File: src/rtl/div_pkg.sv
// Shared definitions for the iterative divider.
//   DIV_WIDTH   : default operand/result width
//   div_state_e : sequencer states (IDLE -> CALC -> FIX -> DONE -> IDLE)
package div_pkg;

  localparam int DIV_WIDTH = 32;

  typedef enum logic [1:0] {
    IDLE = 2'd0,
    CALC = 2'd1,
    FIX  = 2'd2,
    DONE = 2'd3
  } div_state_e;

endpackage : div_pkg

File: src/rtl/div_unit.sv
// Iterative restoring divider, signed or unsigned, one quotient bit per clock.
// Truncating division: the quotient rounds toward zero and the remainder takes
// the dividend's sign. Dividing by zero gives an all-ones quotient and
// remainder = dividend.
//
// Ports:
//   clk_sig    : clock, rising edge
//   rst_sig    : asynchronous reset, active low
//   start      : begin a divide (sampled only in IDLE)
//   is_signed  : 1 = two's-complement, 0 = unsigned (latched with start)
//   dividend   : numerator   (latched with start)
//   divisor    : denominator (latched with start)
//   busy       : high while in CALC or FIX
//   done       : one-cycle strobe, result valid (write enable for HI/LO)
//   quotient   : result for LO, held until the next DONE
//   remainder  : result for HI, held until the next DONE
//
// Timing: start edge E0, CALC steps on E1..E(WIDTH), FIX->DONE at E(WIDTH+1),
// DONE->IDLE at E(WIDTH+2). The next start can be taken at E(WIDTH+3).
module div_unit
  import div_pkg::*;
#(
  parameter int WIDTH = DIV_WIDTH
) (
  input  logic             clk_sig,
  input  logic             rst_sig,
  input  logic             start,
  input  logic             is_signed,
  input  logic [WIDTH-1:0] dividend,
  input  logic [WIDTH-1:0] divisor,
  output logic             busy,
  output logic             done,
  output logic [WIDTH-1:0] quotient,
  output logic [WIDTH-1:0] remainder
);

  localparam int               CNT_W     = $clog2(WIDTH + 1);
  localparam logic [CNT_W-1:0] LAST_STEP = CNT_W'(WIDTH - 1);

  div_state_e       state, state_nxt;
  logic [CNT_W-1:0] step_cnt;

  // Operands captured at the start edge.
  logic             signed_q;
  logic [WIDTH-1:0] dvd_q;
  logic [WIDTH-1:0] dvs_q;

  // Working registers: quo_work starts as the dividend magnitude and is
  // shifted out MSB-first while quotient bits shift in at the bottom.
  logic [WIDTH-1:0] quo_work;
  logic [WIDTH-1:0] rem_work;

  logic [WIDTH-1:0] dvd_mag_in;
  logic [WIDTH-1:0] dvs_mag;
  logic [WIDTH:0]   partial;
  logic [WIDTH-1:0] trial;
  logic             fits;
  logic             q_neg;
  logic             r_neg;
  logic [WIDTH-1:0] q_fixed;
  logic [WIDTH-1:0] r_fixed;

  // Magnitudes. The most negative value negates to itself, which read as
  // unsigned is exactly its magnitude, so min / -1 falls out naturally.
  assign dvd_mag_in = (is_signed && dividend[WIDTH-1]) ? -dividend : dividend;
  assign dvs_mag    = (signed_q && dvs_q[WIDTH-1]) ? -dvs_q : dvs_q;

  // One restoring step on a WIDTH+1-bit partial remainder. When the trial
  // subtraction succeeds its result is below the divisor, so the low WIDTH
  // bits hold it exactly.
  assign partial = {rem_work, quo_work[WIDTH-1]};
  assign fits    = (partial >= {1'b0, dvs_mag});
  assign trial   = partial[WIDTH-1:0] - dvs_mag;

  assign q_neg = signed_q & (dvd_q[WIDTH-1] ^ dvs_q[WIDTH-1]);
  assign r_neg = signed_q & dvd_q[WIDTH-1];

  // Divide-by-zero bypasses sign correction so both modes return all-ones
  // and the raw dividend.
  always_comb begin
    // NOTE: every combinational output gets a default first so no path leaves it unassigned (no latch).
    q_fixed = q_neg ? -quo_work : quo_work;
    r_fixed = r_neg ? -rem_work : rem_work;
    if (dvs_q == '0) begin
      q_fixed = '1;
      r_fixed = dvd_q;
    end
  end

  // State register.
  always_ff @(posedge clk_sig or negedge rst_sig) begin
    // NOTE: sequential state uses non-blocking assignments so all registers update together on the edge.
    if (!rst_sig) state <= IDLE;
    else          state <= state_nxt;
  end

  // Next-state logic; start is only looked at in IDLE.
  always_comb begin
    state_nxt = state;
    unique case (state)
      IDLE:    if (start) state_nxt = CALC;
      CALC:    if (step_cnt == LAST_STEP) state_nxt = FIX;
      FIX:     state_nxt = DONE;
      DONE:    state_nxt = IDLE;
      default: state_nxt = IDLE;
    endcase
  end

  // Datapath.
  always_ff @(posedge clk_sig or negedge rst_sig) begin
    if (!rst_sig) begin
      // NOTE: every datapath register is reset so an aborted divide leaves no residue and outputs are never X.
      step_cnt  <= '0;
      signed_q  <= 1'b0;
      dvd_q     <= '0;
      dvs_q     <= '0;
      quo_work  <= '0;
      rem_work  <= '0;
      quotient  <= '0;
      remainder <= '0;
    end else begin
      unique case (state)
        IDLE: begin
          if (start) begin
            signed_q <= is_signed;
            dvd_q    <= dividend;
            dvs_q    <= divisor;
            quo_work <= dvd_mag_in;
            rem_work <= '0;
            step_cnt <= '0;
          end
        end
        CALC: begin
          quo_work <= {quo_work[WIDTH-2:0], fits};
          rem_work <= fits ? trial : partial[WIDTH-1:0];
          step_cnt <= step_cnt + 1'b1;
        end
        FIX: begin
          quotient  <= q_fixed;
          remainder <= r_fixed;
        end
        default: ;
      endcase
    end
  end

  assign busy = (state == CALC) || (state == FIX);
  assign done = (state == DONE);

endmodule : div_unit
File: config.mk
export PLATFORM = sky130hd
export DESIGN_NAME = div_unit
export DESIGN_NICKNAME = d
export VERILOG_FILES = /design/src/rtl/div_pkg.sv /design/src/rtl/div_unit.sv
export SDC_FILE = /design/constraint.sdc
export NUM_CORES = 1
export LEC_CHECK = 0
export ABC_AREA = 1
export ABC_CLOCK_PERIOD_IN_PS = 3600
export CAP_MARGIN = 20
export CORE_MARGIN = 4
export CORE_UTILIZATION = 59
export DETAILED_ROUTE_END_ITERATION = 10
export PLACE_DENSITY = 0.81
export SYNTH_ARGS = -nofsm -noshare
export SYNTH_HDL_FRONTEND = slang
export SYNTH_SLANG_ARGS = --single-unit
File: constraint.sdc
create_clock -name clk_sig -period 3.6 [get_ports clk_sig]
set_clock_uncertainty 0.15 [all_clocks]
set_input_delay 0.72 -clock clk_sig [delete_from_list [all_inputs] [get_ports clk_sig]]
set_output_delay 0.72 -clock clk_sig [all_outputs]
set_load 0.05 [all_outputs]
Word-level counts from Yosys, hierarchy flattened
Index checks and enable logic that the tools add are counted.
Widths: inputs -> output; s select.
- bits in registers: 201
- input bits: 68
- word-level logic and storage cells: 50
- add/subtract/negate cells: 6
- order comparisons: 1
- eq/ne operators: 6
- muxes and demuxes: 16
- bitwise logic cells: 3
- reductions and logical operators: 9
- operators by type and width (cell ; count):
    $mux 32 ; 9
    $neg 32->32 ; 4
    $pmux 32 s2 ; 2
    $ge 33x32->1 ; 1
    $logic_not 32->1 ; 1
    $sub 32x32->32 ; 1
    $pmux 6 s2 ; 1
    $pmux 2 s4 ; 1
    $add 6x1->6 const B ; 1
    $eq 6x5->1 const B ; 1
    $mux 6 ; 1
    $reduce_and 2->1 ; 3
    $eq 2x2->1 const B ; 2
    $mux 2 ; 2
    $ne 2x2->1 const B ; 2
    $and 1x1->1 ; 2
    $eq 2x1->1 const B ; 1
    $logic_and 1x1->1 ; 2
    $logic_not 2->1 ; 1
    $reduce_bool 2->1 ; 1
    $logic_or 1x1->1 ; 1
    $xor 1x1->1 ; 1

Longest topological paths before layout
- depth after elaboration: 5
- gate-level depth with buffers: 24
- depth with buffers taken out: 24

Least setup slack after synthesis
No wires, ideal clock.
- path type: reg2reg
- start: register dvs_q[1]
- end: register rem_work[10]
- data arrival time: 2.849 ns
- required time: 3.333 ns
- path slack: 0.484 ns
- cell stages (with the launch flop): 24
- buffers on the path: 1
- period minus slack after synthesis: 3.116 ns
- cell sequence: dfrtp_1 > inv_1 > nand3_1 > nor2_1 > nand4_1 > inv_1 > a21oi_1 > nor2_1 > nand2_1 > xor2_1 > ha_1 > nand2_2 > inv_1 > nand2_1 > nand2_1 > inv_1 > nand2_1 > nand2_1 > nand2_1 > nor2_4 > buf_2 > nand3_1 > nand3_1 > nand2_1
- cells in the longest elaborated chain, start to end: 5
- elaborated cells on any way between the ends: 6
- classes of those cells: add/sub: 2; order compare: 1; mux: 3
- RTL lines (item ; line ; RTL):
    start, declared ; div_unit.sv:46 ; logic [WIDTH-1:0] dvs_q;
    start signal, assigned ; div_unit.sv:127 ; dvs_q <= divisor;
    $neg 32->32 ; div_unit.sv:66 ; assign dvs_mag = (signed_q && dvs_q[WIDTH-1]) ? -dvs_q : dvs_q;
    $mux 32 (*) ; div_unit.sv:66 ;
    $sub 32x32->32 / $ge 33x32->1 (equally long branches) ; div_unit.sv:73, div_unit.sv:72 ;
    $mux 32 (*) ; div_unit.sv:135 ; rem_work <= fits ? trial : partial[WIDTH-1:0];
    $pmux 32 s2 (*) ; div_unit.sv:122 ; unique case (state)
    end signal, assigned ; div_unit.sv:135 ;
    end, declared ; div_unit.sv:51 ; logic [WIDTH-1:0] rem_work;
Mark *: on every way between the ends. The rest lies on a longest branch, timed or not.
A chain may end at the register's enable or synchronous reset.

Worst setup path in the final report
- start: register dvs_q[9]
- end: register rem_work[28]
The elaborated chain is that of the path after synthesis.

==> results_dict.tcl <==
set metrics [dict create \
    overflow 0 \
    wl_um 51900 \
    busiest_layer "met1" \
    grtUsageMet1 0.544 \
    grt_use_total 0.354 \
    fin_tns_setup_ns 0 \
    tritoncts "built" \
    syn_area_per_cell_um2 6.56 \
    finalHoldViolCount 0 \
    drtPass1Iterations 6 \
    core_area_um2 24500 \
    yosysSeqAreaShare 0.339 \
    initial_core_util 0.605 \
    period_share 0.994 \
    place_congestion 1.02 \
    clock.fmax_ghz 0.280 \
    tightest_slew_ns 0.915 \
    drcViolationCount 0 \
    fillers 2034 \
    cp_cell_sequence "nor2_1, nand2_1, o31ai_2, xor2_1, inv_1, ha_4, nand2_2, nor2_4, nand2_1, nor2_4, nand2_2, nor2_4, nor2_4, nand2_8, clkbuf_16, nand3_2, nand2_1, nand2_1" \
    synth_ff_type "dfrtp_1" \
    critPathRequiredTime_ns 3.87 \
    powerDensity_nw_per_um2 1090 \
    cts_num_sinks 201 \
    crit_slowest_cell "dfrtp_1" \
    start_kind "register" \
    drv_slew 0 \
    final_cell_mix "794 x nand2_1, 293 x inv_1, 201 x dfrtp_1" \
    vias 16000 \
    grt_max_degree 81 \
    worst-path-max-fanout 10 \
    cts_buffer_depth 3 \
    setup_viol 0 \
    synth_nets 2375 \
    drtIter0Drc 1969 \
    io_buffers 133 \
    crit_type "reg -> reg" \
    num_rows 57 \
    max_slew_margin 0.389 \
    final_layout_size_suffix_gt1_frac 0.0957 \
    ir_drop_mv 0.733 \
    place_inst 2697 \
    maxCapViolations 0 \
    worstSkewPairLatency_ns 0.54 \
    ys_top_cells_by_area "dfrtp_1 34%, nand2_1 21%, inv_1 7.5%" \
    rsz0062_at_grt "yes" \
    wl_per_cell_um 18.9 \
    final_common_cell "nand2_1" \
    nets 2519 \
    worstSetupEndpointType "register" \
    holdBufCountCts 0 \
    path_buf_inv 2 \
    fp.dieW_um 167 \
    grt_use_met2 0.520 \
    vias_per_cell 5.83 \
    root_buffer "clkbuf_16" \
    gr-usage-met3 0.0694 \
    arrival_ns 3.85 \
    cpPeakStageDelay_ns 0.44 \
    dieArea_um2 27800 \
    power.leakage_nw 9.35 \
    ant_nets 0 \
    register_area_um2 5030 \
    period_minus_slack_ns 3.58 \
    multi_input_area_um2 8790 \
    async_reset_ff_frac 1.00 \
    antenna_found_initial 1 \
    ioPinCount 134 \
    clk_pin_slew_worst_paths_ns 0.06 \
    fin_cells 2747 \
    grt_pass1_vias 14700 \
    grt_pass1_wl_um 80000 \
    synth_edf_count 0 \
    dieHeight_um 167 \
    syn2layout_area_growth_pct 21.4 \
    crit_family "simple AND/OR/NAND/NOR gates" \
    syn_inst 2265 \
    cts_buffers 23 \
    diodes 0 \
    synth_warnings 0 \
    hp-class "in -> async" \
    ys_types 51 \
    synth_top_area_share 0.339 \
    synth-seq-cells 201 \
    hpwlAfterDp_um 38900 \
    h-tree-depth 1 \
    syn-cell-area_um2 14900 \
    yosysTopAreaCell "dfrtp_1" \
    outcome "finished, final reports clean" \
]
[stage by stage]
stage                     worst slack [ns]  total power, mW  utilization  hold slack [ns]  cell area (um^2)
after floorplan                      0.484             11.8            -            0.274             14900
after global placement              0.0400             15.5        0.679            0.310             16700
after detailed placement           -0.0811             15.7        0.679            0.312             16700
after CTS                         0.000684             18.2        0.711           0.0872             17500
after global routing                -0.142             20.9        0.735            0.107             18000
final                               0.0231             19.6        0.735           0.0454             18000
[worst reg2reg max path: cells and delay by family (launching register included)]
family / cells / cell delay [ns]
simple gates: 13 / 1.64
flops: 1 / 0.44
buf+inv: 2 / 0.33
fa+ha+maj: 1 / 0.33
compound gates: 1 / 0.31
xor+xnor: 1 / 0.24
[sequential cells by signal, summed over array words and instances (netlist names)]
name	cells
state	2
rem_work	32
dvd_q	32
dvs_q	32
quotient	32
signed_q	1
remainder	32
step_cnt	6
quo_work	32
[power breakdown]
part | leakage [nW] | switching (mW) | internal [mW]
logic | 6.40 | 8.79 | 4.46
clock network | 0.373 | 0.972 | 1.40
registers | 2.58 | 0.841 | 3.17
total | 9.35 | 10.6 | 9.03
[cells in the mapped netlist (11+ instances only)]
library cell	number
ha_1	41
nor3_1	15
nand2_1	815
nand4_1	31
o22ai_1	18
xor2_1	71
nand3_1	205
xnor2_1	17
a21oi_1	39
o21ai_0	107
buf_2	17
o211ai_2	11
inv_1	298
nor2_1	188
o21bai_1	14
dfrtp_1	201
clkbuf_1	37
[routing by layer]
metal / vias to the layer above / part of all wire
li1: 7429 / -
met1: 7464 / 0.43
met2: 989 / 0.42
met3: 129 / 0.12
met4: 2 / 0.028
met5: - / 0.00025
[kinds of logic (layout without fill, tap and decap cells)]
kind of cell / count (synthesis) / in the layout / synth area share
compound gates: 237 / 237 / 0.0965
xor+xnor: 88 / 88 / 0.0519
fa+ha+maj: 42 / 42 / 0.0359
buf+inv: 381 / 538 / 0.102
flops: 201 / 201 / 0.339
simple gates: 1316 / 1317 / 0.375
[final timing paths]
kind,from,end,slack [ns],depth (start not counted)
min reg2reg,step_cnt[5]$_DFFE_PN0P_,step_cnt[5]$_DFFE_PN0P_,0.32,1
min,rst_sig,dvs_q[6]$_DFFE_PN0P_,0.05,1
max,dvs_q[9]$_DFFE_PN0P_,rem_work[28]$_DFFE_PN0P_,0.02,18
max reg2reg,dvs_q[9]$_DFFE_PN0P_,rem_work[28]$_DFFE_PN0P_,0.02,18
min in group clk_sig,step_cnt[5]$_DFFE_PN0P_,step_cnt[5]$_DFFE_PN0P_,0.32,1
max in group asynchronous,rst_sig,quo_work[25]$_DFFE_PN0P_,2.43,2
[final cells by class]
| class | count | share of cell area |
|---|---|---|
| well taps | 324 | 0.0225 |
| flip-flops and latches | 201 | 0.279 |
| inverters | 309 | 0.0643 |
| clock inverters | 9 | 0.00625 |
| multi-input cells | 1684 | 0.488 |
| repair buffers | 190 | 0.105 |
| clock buffers | 30 | 0.0356 |
[timing repair]
action / in CTS / in global routing
setup buffers: 2 / 7
resized for setup: 7 / 102
gates cloned: 0 / 3
pin swaps: 4 / 19
endpoints found under the setup margin: 27 / 33
No activity file was read; power rests on OpenSTA's default activity.
